`src/rtl/mask_buf_pkg.sv`:
```
// Shared types and constants for the PRNG mask buffer.
package mask_buf_pkg;

    typedef enum logic [1:0] {
        UNSEEDED = 2'd0,
        LOAD     = 2'd1,
        RUN      = 2'd2
    } state_e;

    localparam int unsigned DEFAULT_WIDTH = 32;
    localparam int unsigned DEFAULT_DEPTH = 8;
    localparam int unsigned SEED_W        = 32;

    // Ceiling log2; clog2(1) = 0.
    function automatic int unsigned clog2(input int unsigned value);
        int unsigned result;
        result = 0;
        for (int unsigned i = 0; i < 32; i++) begin
            if ((64'd1 << i) < 64'(value)) begin
                result = i + 1;
            end
        end
        return result;
    endfunction

endpackage

```
`src/rtl/mask_fifo_core.sv`:
```
// First-word-fall-through FIFO with synchronous flush and occupancy output.
module mask_fifo_core
    import mask_buf_pkg::*;
#(
    parameter int unsigned WIDTH = DEFAULT_WIDTH,
    parameter int unsigned DEPTH = DEFAULT_DEPTH
) (
    input  logic                     i_clk,
    input  logic                     i_rst_n,
    input  logic                     i_flush,
    input  logic                     i_push,
    input  logic [WIDTH-1:0]         i_wdata,
    input  logic                     i_pop,
    output logic [WIDTH-1:0]         o_rdata,
    output logic [clog2(DEPTH):0]    o_count
);

    localparam int unsigned AW = clog2(DEPTH);
    localparam int unsigned CW = AW + 1;

    logic [WIDTH-1:0] r_mem [DEPTH];
    logic [AW-1:0]    r_wptr;
    logic [AW-1:0]    r_rptr;
    logic [CW-1:0]    r_count;
    logic             w_do_push;
    logic             w_do_pop;

    // Pops on empty and pushes on full are dropped
    assign w_do_push = i_push && (r_count != CW'(DEPTH));
    assign w_do_pop  = i_pop && (r_count != '0);
    assign o_rdata   = r_mem[r_rptr];
    assign o_count   = r_count;

    // Storage array; cleared on reset so the head reads zero
    always_ff @(posedge i_clk or negedge i_rst_n) begin
        if (!i_rst_n) begin
            for (int unsigned i = 0; i < DEPTH; i++) begin
                r_mem[i] <= '0;
            end
        end else if (w_do_push) begin
            r_mem[r_wptr] <= i_wdata;
        end
    end

    // Pointers and occupancy; flush wins over any push/pop in the same cycle
    always_ff @(posedge i_clk or negedge i_rst_n) begin
        if (!i_rst_n) begin
            r_wptr  <= '0;
            r_rptr  <= '0;
            r_count <= '0;
        end else if (i_flush) begin
            r_wptr  <= '0;
            r_rptr  <= '0;
            r_count <= '0;
        end else begin
            if (w_do_push) begin
                r_wptr <= r_wptr + AW'(1);
            end
            if (w_do_pop) begin
                r_rptr <= r_rptr + AW'(1);
            end
            case ({w_do_push, w_do_pop})
                2'b10:   r_count <= r_count + CW'(1);
                2'b01:   r_count <= r_count - CW'(1);
                default: r_count <= r_count;
            endcase
        end
    end

endmodule

```
`src/rtl/prng_mask_buffer.sv`:
```
// Mask buffer behind the LFSR+CASR PRNG: drives PRNG enable/load/seed, drops the
// degenerate words after each load and serves masks over valid/ready.
// Optional repetition health test: define MASK_BUF_HEALTH_EN.
module prng_mask_buffer
    import mask_buf_pkg::*;
#(
    parameter int unsigned WIDTH   = DEFAULT_WIDTH,
    parameter int unsigned DEPTH   = DEFAULT_DEPTH,
    parameter int unsigned DISCARD = 1
) (
    input  logic                     i_clk,
    input  logic                     i_rst_n,
    input  logic                     i_reseed_req,
    input  logic [SEED_W-1:0]        i_reseed_seed,
    output logic                     o_reseed_busy,
    output logic                     o_prng_enable,
    output logic                     o_prng_load,
    output logic [SEED_W-1:0]        o_prng_seed,
    input  logic [WIDTH-1:0]         i_prng_out,
    output logic                     o_mask_valid,
    input  logic                     i_mask_ready,
    output logic [WIDTH-1:0]         o_mask_data,
`ifdef MASK_BUF_HEALTH_EN
    output logic                     o_health_err,
`endif
    output logic [clog2(DEPTH):0]    o_level
);

    localparam int unsigned CW = clog2(DEPTH) + 1;

    state_e            r_state;
    state_e            w_state_d;
    logic              w_load_entry;
    logic              r_en_d;
    logic [1:0]        r_disc;
    logic [SEED_W-1:0] r_seed;
    logic              w_enable;
    logic              w_capture;
    logic              w_keep;
    logic              w_pop;
    logic              w_health_ok;
    logic [CW-1:0]     w_count;

    // FSM state register
    always_ff @(posedge i_clk or negedge i_rst_n) begin
        if (!i_rst_n) begin
            r_state <= UNSEEDED;
        end else begin
            r_state <= w_state_d;
        end
    end

    // Next state: requests are honoured from UNSEEDED and RUN, ignored in LOAD
    always_comb begin
        w_state_d    = r_state;
        w_load_entry = 1'b0;
        unique case (r_state)
            UNSEEDED, RUN: begin
                if (i_reseed_req) begin
                    w_state_d    = LOAD;
                    w_load_entry = 1'b1;
                end
            end
            LOAD:    w_state_d = RUN;
            default: w_state_d = UNSEEDED;
        endcase
    end

    // Enable counts the in-flight word but not same-cycle pops, so it never overfills
    assign w_enable  = (r_state == RUN) && ((32'(w_count) + 32'(r_en_d)) < DEPTH);
    assign w_capture = (r_state == RUN) && r_en_d;
    assign w_keep    = w_capture && (r_disc == 2'd0);

    assign o_prng_enable = w_enable;
    assign o_prng_load   = (r_state == LOAD);
    assign o_reseed_busy = (r_state != RUN);
    assign o_prng_seed   = r_seed;
    assign o_mask_valid  = (w_count != '0) && (r_state == RUN) && w_health_ok;
    assign o_level       = w_count;
    assign w_pop         = o_mask_valid && i_mask_ready;

    // Seed, capture pipeline and discard counter; a load drops any in-flight word
    always_ff @(posedge i_clk or negedge i_rst_n) begin
        if (!i_rst_n) begin
            r_seed <= '0;
            r_en_d <= 1'b0;
            r_disc <= '0;
        end else if (w_load_entry) begin
            r_seed <= i_reseed_seed;
            r_en_d <= 1'b0;
            r_disc <= 2'(DISCARD);
        end else begin
            r_en_d <= w_enable;
            if (w_capture && (r_disc != 2'd0)) begin
                r_disc <= r_disc - 2'd1;
            end
        end
    end

`ifdef MASK_BUF_HEALTH_EN
    logic [WIDTH-1:0] r_prev;
    logic             r_prev_vld;
    logic             r_health;

    // Repetition test on consecutive kept words; sticky until the next load
    always_ff @(posedge i_clk or negedge i_rst_n) begin
        if (!i_rst_n) begin
            r_prev     <= '0;
            r_prev_vld <= 1'b0;
            r_health   <= 1'b0;
        end else if (w_load_entry) begin
            r_prev_vld <= 1'b0;
            r_health   <= 1'b0;
        end else if (w_keep) begin
            if (r_prev_vld && (i_prng_out == r_prev)) begin
                r_health <= 1'b1;
            end
            r_prev     <= i_prng_out;
            r_prev_vld <= 1'b1;
        end
    end

    assign w_health_ok  = !r_health;
    assign o_health_err = r_health;
`else
    assign w_health_ok = 1'b1;
`endif

    mask_fifo_core #(
        .WIDTH (WIDTH),
        .DEPTH (DEPTH)
    ) u_fifo (
        .i_clk   (i_clk),
        .i_rst_n (i_rst_n),
        .i_flush (w_load_entry),
        .i_push  (w_keep),
        .i_wdata (i_prng_out),
        .i_pop   (w_pop),
        .o_rdata (o_mask_data),
        .o_count (w_count)
    );

endmodule

```
`config.mk`:
```
export PLATFORM = sky130hd
export DESIGN_NAME = prng_mask_buffer
export DESIGN_NICKNAME = d
export VERILOG_FILES = /design/src/rtl/mask_buf_pkg.sv /design/src/rtl/mask_fifo_core.sv /design/src/rtl/prng_mask_buffer.sv
export SDC_FILE = /design/constraint.sdc
export NUM_CORES = 1
export LEC_CHECK = 0
export ABC_AREA = 1
export BUFFER_PORTS_ARGS = -buffer_cell sky130_fd_sc_hd__buf_2
export CAP_MARGIN = 15
export CORE_ASPECT_RATIO = 1.75
export CORE_UTILIZATION = 52
export CTS_CLUSTER_DIAMETER = 30
export DETAILED_ROUTE_END_ITERATION = 6
export PLACE_DENSITY = 0.72
export SYNTH_ARGS = -nofsm -noshare
export SYNTH_HDL_FRONTEND = slang
export SYNTH_HIERARCHICAL = 1
export SYNTH_SLANG_ARGS = --single-unit
```
`constraint.sdc`:
```
create_clock -name i_clk -period 2.3 [get_ports i_clk]
set_input_delay 0.115 -clock i_clk [delete_from_list [all_inputs] [get_ports i_clk]]
set_output_delay 0.115 -clock i_clk [all_outputs]
set_load 0.1 [all_outputs]
```
==> flow_metrics.py, run 1 <==
metrics = {
    "critical_path": {
        "end_kind": "primary output",
        "cp_slowest_stage_delay_ps": 500,
        "critPathTopFamily": "buffers and inverters",
        "required_ps": 2180,
        "start_kind": "register",
        "path_buf_inv": 4,
        "crit_chain": "buf_12 > inv_16 > buf_16 > o21ai_0 > o22ai_1 > nor2_1 > a31oi_2 > buf_12",
        "critical_path.slowest_cell": "dfrtp_4",
        "critPathKind": "reg2out",
        "cp_max_fo": 6,
        "crit_top_cell": "buf_12",
        "worstPathArrival_ps": 2300,
    },
    "yosys": {
        "syn_avg_cell_area_um2": 8.56,
        "syn-num-nets": 1654,
        "ys_types": 35,
        "ys_warn_count": 6,
        "ys.flop_type": "dfrtp_1",
        "ys_ff_latch": 303,
        "netlist_area_um2": 13500,
        "ys_seq_area_share_pct": 56.0,
        "synthArstFlopShare_pct": 100,
        "syn-instance-count": 1581,
        "synth_edf_count": 0,
    },
    "sta": {
        "finalWorstSetupSlack_ps": -113,
        "hold_ws_ps": -0.875,
        "finalSetupViolCount": 9,
        "hold_violations": 1,
        "grt_setup_unrepaired": "true",
        "fin_crit_sh_pct": 105,
        "worstMarginPinSlew_ps": 512,
        "finalMaxSlewViolations": 0,
        "relSlewSlack_pct": 66.1,
        "fmax_ghz": 0.414,
        "finClkSkew_ps": 22.4,
        "fin_crit_ps": 2410,
    },
    "floorplan": {
        "fp.dieH_um": 215,
        "rows": 77,
        "coreArea_um2": 25400,
        "die-area_um2": 26700,
        "top_level_ports": 140,
        "die_width_um": 124,
        "initial_utilization_pct": 53.2,
    },
    "clocking": {
        "clk_pin_slew_ps": 60,
        "cts_tree": "yes",
        "clock_sinks": 303,
        "h-tree-depth": 2,
        "root_buffer": "clkbuf_16",
        "ctsLongestPathBuffers": 3,
        "cts_buffers": 41,
        "clkLatencyLatePin_ps": 530,
    },
    "place": {
        "placed_area_um2": 15200,
        "dp.cells": 1968,
        "dpl.hpwl_um": 20000,
        "gp_congestion": 0.793,
        "portBuffers": 139,
    },
    "global_routing": {
        "grt_start_max_net_pins": 90,
        "first_global_vias": 11800,
        "track_usage_pct": 27.8,
        "grt_overflow": 0,
        "antenna_found_initial": 0,
        "grt_pass1_wl_um": 58400,
    },
    "detailed_routing": {
        "ant_nets": 0,
        "drc": 0,
        "drtIter0Drc": 1248,
        "drt_pass1_iterations": 6,
        "routed_wl_um": 41200,
        "wl_per_cell_um": 19.2,
        "drt-vias-per-instance": 5.79,
        "routed-via-count": 12400,
    },
    "power": {
        "ir_drop_uv": 850,
        "p_leak_nw": 8.88,
        "power_density_nw_per_um2": 1260,
        "finalPower_w": 0.0230,
    },
    "cells_and_area": {
        "stdcell_count": 2141,
        "fin_nets": 1868,
        "multiInputGateArea_um2": 5630,
        "area_growth_pct": 35.4,
        "design_area_um2": 18300,
        "fillers": 1803,
        "seq_area_um2": 7590,
        "final_layout_size_suffix_gt1_share_pct": 22.6,
        "antenna_cells": 0,
    },
    "status": {
        "violations": "negative hold slack, negative setup slack",
        "status": "complete, but fails checks",
    },
    "flow_run": {
        "drv_cap": 0,
    },
    "min_path": {
        "hold_path_class": "in2reg",
    },
}
flip-flops by register name (all words and copies together) (netlist names):
name            flops
u_fifo/r_mem      256
o_prng_seed        32
u_fifo/o_count      4
u_fifo/r_rptr       3
u_fifo/r_wptr       3
r_disc              2
r_state             2
r_en_d              1
through the flow:
step,util (%),setup TNS [ps],worst slack [ps]
final,72.0,-276,-113
after floorplan,-,0,45.4
after global placement,59.6,0,229
after detailed placement,59.6,0,194
after global routing,72.0,-1430,-132
after CTS,68.3,-171,-50.5
synthesized netlist by cell type (all sizes together) (4+ instances only):
cell type,count,share of area (%)
nand2,383,11
a31oi,33,1.5
inv,58,1.6
nand3,11,0.78
a21oi,4,0.18
clkbuf,35,0.97
o22ai,32,1.5
dfrtp,303,56
o21ai,390,14
nor2,241,6.9
nand4,5,0.68
buf,71,3.4
ha,5,0.46
repair_timing:
| action | CTS | global route |
|---|---|---|
| hold buffers | 64 | 0 |
| pin swaps | 0 | 59 |
| gates resized for setup | 6 | 135 |
| endpoints found under the hold margin | 527 | 0 |
| setup endpoints to repair | 31 | 33 |
| buffers inserted | 0 | 9 |
| cloned | 2 | 25 |
final timing paths:
path                             startpoint                 to  slack [ps]  cells after the start
max                        u_fifo/r_rptr[0]    o_mask_data[18]        -110                      8
max in group asynchronous           i_rst_n  u_fifo/r_mem[197]        1380                      3
min reg2reg                  o_prng_seed[7]     o_prng_seed[7]         480                      2
min in group asynchronous           i_rst_n   u_fifo/r_mem[15]          80                      2
max reg2reg                      r_state[0]  u_fifo/o_count[3]         230                     15
min                          i_prng_out[27]   u_fifo/r_mem[27]        -0.9                      3
where the power goes:
group          leakage, nW  switching, W  internal [W]
Combinational         5.27       0.00663       0.00342
Sequential            2.89      0.000332       0.00581
Clock                0.714       0.00245       0.00436
Total                 8.88       0.00942        0.0136
final cells by class:
cell class | instances | area share (%)
Tap cell | 316 | 2.16
Clock buffer | 50 | 6.06
Clock inverter | 23 | 1.94
Multi-Input combinational cell | 1112 | 30.7
Inverter | 60 | 1.40
Timing Repair Buffer | 276 | 16.2
Sequential cell | 303 | 41.4
Timing Repair inverter | 1 | 0.109
routing by layer:
metal / track usage [%] / vias to the layer above / routed length (um)
li1: - / 5665 / -
met1: 34.6 / 5994 / 15300
met2: 47.4 / 617 / 21000
met3: 4.47 / 129 / 3080
met4: 11.6 / 0 / 1780
met5: 0 / - / 0
layout by cell type (no fill, tap or decap), types with 10 or more instances in the layout:
master	instances
o22ai_2	14
nor2_1	209
nand2_1	369
buf_4	26
buf_6	11
nor2_2	24
o21ai_0	192
o21ai_2	13
clkbuf_16	54
buf_12	47
nand2_2	10
buf_2	106
o21ai_1	185
inv_1	50
dlygate4sd3_1	64
o22ai_1	18
dfrtp_1	297
a31oi_2	28
cell families after synthesis:
logic type / after synthesis / synth area share, %
xor gates and xnor gates: 1 / 0.0647
and+or+nand+nor: 644 / 19.6
adders and majority gates: 5 / 0.462
AOI/OAI and AO/OA: 462 / 17.8
DFF: 303 / 56.0
buffers and inverters: 166 / 6.04
tightest hold or removal path, stage by stage:
cell and delay (ps):
buf_2 100, inv_1 110, o21ai_1 150
Note: power is estimated with default switching activity, not from simulation.
==> run 2, diff against run 1 <==
--- a/config.mk
+++ b/config.mk
@@ -5,7 +5,6 @@
 export SDC_FILE = /design/constraint.sdc
 export NUM_CORES = 1
 export LEC_CHECK = 0
-export ABC_AREA = 1
 export BUFFER_PORTS_ARGS = -buffer_cell sky130_fd_sc_hd__buf_2
 export CAP_MARGIN = 15
 export CORE_ASPECT_RATIO = 1.75
==> flow_metrics.py, run 2 <==
metrics = {
    "status": {
        "status": "complete, but fails checks",
        "violations": "design-rule violations, negative setup slack",
    },
    "detailed_routing": {
        "drtIter0Drc": 346,
        "routed_wl_um": 33800,
        "routed-via-count": 8366,
        "drt_pass1_iterations": 6,
        "ant_nets": 0,
        "wl_per_cell_um": 23.2,
        "drc": 12,
        "drt-vias-per-instance": 5.74,
    },
    "sta": {
        "fin_crit_ps": 2460,
        "worstMarginPinSlew_ps": 592,
        "finalWorstSetupSlack_ps": -158,
        "fmax_ghz": 0.407,
        "finClkSkew_ps": 11.0,
        "finalMaxSlewViolations": 0,
        "fin_crit_sh_pct": 107,
        "relSlewSlack_pct": 60.5,
        "hold_violations": 0,
        "hold_ws_ps": 81.1,
        "grt_setup_unrepaired": "true",
        "finalSetupViolCount": 33,
    },
    "clocking": {
        "cts_buffers": 43,
        "root_buffer": "clkbuf_16",
        "cts_tree": "yes",
        "clk_pin_slew_ps": 60,
        "clock_sinks": 303,
        "clkLatencyLatePin_ps": 540,
        "ctsLongestPathBuffers": 3,
        "h-tree-depth": 2,
    },
    "cells_and_area": {
        "multiInputGateArea_um2": 6500,
        "seq_area_um2": 7600,
        "area_growth_pct": 39.1,
        "final_common_cell": "dfrtp_1",
        "fillers": 1522,
        "regMostFlops": "u_fifo/r_mem",
        "fin_nets": 1176,
        "antenna_cells": 0,
        "final_layout_size_suffix_gt1_share_pct": 63.5,
        "largest_register_ffs": 256,
        "mostFrequentLayoutCells": "296 x dfrtp_1, 176 x mux2_4, 140 x mux2_2, 106 x buf_2, 66 x dlygate4sd3_1",
    },
    "critical_path": {
        "crit_chain": "buf_12 > buf_12 > buf_8 > mux4_2 > mux2_4 > buf_12",
        "critPathKind": "reg2out",
        "rr_startpoint": "u_fifo/o_count[1]",
        "critical_path.slowest_cell": "dfrtp_4",
        "worstPathArrival_ps": 2340,
        "crit_top_cell": "buf_12",
        "crit_start": "u_fifo/r_rptr[0]",
        "start_kind": "register",
        "critPathTopFamily": "multiplexers",
        "required_ps": 2180,
        "cp_max_fo": 6,
        "cp_slowest_stage_delay_ps": 500,
        "end_kind": "primary output",
        "path_buf_inv": 4,
    },
    "yosys": {
        "ys_types": 47,
        "netlist_area_um2": 13700,
        "synth_edf_count": 0,
        "ys_seq_area_share_pct": 55.2,
        "syn-instance-count": 821,
        "ys.flop_type": "dfrtp_1",
        "ys_warn_count": 6,
        "synthArstFlopShare_pct": 100,
        "yosysTopAreaCell": "dfrtp_1",
        "synth.area.top_cells": "dfrtp_1 55%, mux2_2 18%, mux4_2 11%, mux2_1 6.2%, mux2_4 2.7%",
        "yosysMostFrequentCell": "dfrtp_1",
        "yosysTopAreaCellShare_pct": 55.2,
        "syn-num-nets": 894,
        "ys_ff_latch": 303,
        "synth_common_cells": "303 x dfrtp_1, 219 x mux2_2, 76 x mux2_1",
        "syn_avg_cell_area_um2": 16.7,
    },
    "floorplan": {
        "die_width_um": 125,
        "die-area_um2": 27100,
        "rows": 78,
        "initial_utilization_pct": 52.9,
        "top_level_ports": 140,
        "fp.dieH_um": 217,
        "coreArea_um2": 26000,
    },
    "global_routing": {
        "first_global_vias": 9429,
        "grt_overflow": 0,
        "track_usage_pct": 25.3,
        "grt_start_max_net_pins": 83,
        "grt_pass1_wl_um": 53100,
        "antenna_found_initial": 0,
    },
    "place": {
        "dpl.hpwl_um": 18500,
        "gp_congestion": 0.735,
        "portBuffers": 139,
    },
    "power": {
        "p_leak_nw": 9.15,
        "ir_drop_uv": 585,
        "finalPower_w": 0.0154,
        "power_density_nw_per_um2": 805,
    },
    "min_path": {
        "hold_path_class": "in2async",
    },
    "flow_run": {
        "drv_cap": 0,
    },
}
run 2: cells by family after synthesis:
| logic type | after synthesis | share of synthesized area, % |
|---|---|---|
| multiplexers | 388 | 37.7 |
| flip-flops | 303 | 55.2 |
| buffers and inverters | 56 | 2.84 |
| AND/OR/NAND/NOR | 47 | 2.51 |
| AO/OA/AOI/OAI | 17 | 0.912 |
| XOR/XNOR | 5 | 0.319 |
| adder cells (fa/ha/maj) | 5 | 0.456 |
run 2: through the flow:
step | cell area [um2] | worst slack, ps | setup TNS [ps] | instances | utilization (%)
after floorplan | 14300 | -655 | -8590 | 821 | -
after CTS | 18800 | -237 | -5630 | 1452 | 72.3
final | 19100 | -158 | -3220 | 1458 | 73.5
after global placement | 15700 | -62.3 | -62.3 | 1287 | 60.6
after global routing | 19100 | -211 | -5270 | 1458 | 73.5
after detailed placement | 15700 | -77.5 | -1130 | 1287 | 60.6
run 2: worst paths after layout:
kind                                           to  slack (ps)  depth (start not counted)
worst min register to register   u_fifo/r_mem[51]         480                          1
min in group i_clk                     r_state[1]         330                          3
max in group asynchronous       u_fifo/o_count[1]        1340                          3
worst max-delay path               o_mask_data[2]        -160                          6
worst max register to register  u_fifo/o_count[3]         -30                         10
worst min-delay path             u_fifo/r_mem[35]          80                          2
run 2: routing by layer:
| layer | GRT usage, % | share of wire, % |
|---|---|---|
| met5 | 0 | 0 |
| met4 | 7.93 | 2.7 |
| met3 | 3.59 | 3.1 |
| met2 | 45.7 | 53 |
| met1 | 31.4 | 41 |
run 2: timing repair:
item	in CTS	in global routing
endpoints found under the setup margin	118	167
endpoints found under the hold margin	557	0
buffers inserted	16	6
hold buffers	66	0
cloned	3	6
pin swaps	10	15
resized for setup	150	62
run 2: final cells by class:
cell class	count	area share, %
Timing Repair Buffer	289	15.7
Clock buffer	48	5.89
Clock inverter	32	2.37
Tap cell	320	2.10
Multi-Input combinational cell	462	34.0
Sequential cell	303	39.8
Inverter	4	0.0786
run 2: where the power goes:
| part | internal, W | switching (W) |
|---|---|---|
| Sequential | 0.00561 | 0.000159 |
| Combinational | 0.000852 | 0.00155 |
| Clock | 0.00460 | 0.00259 |
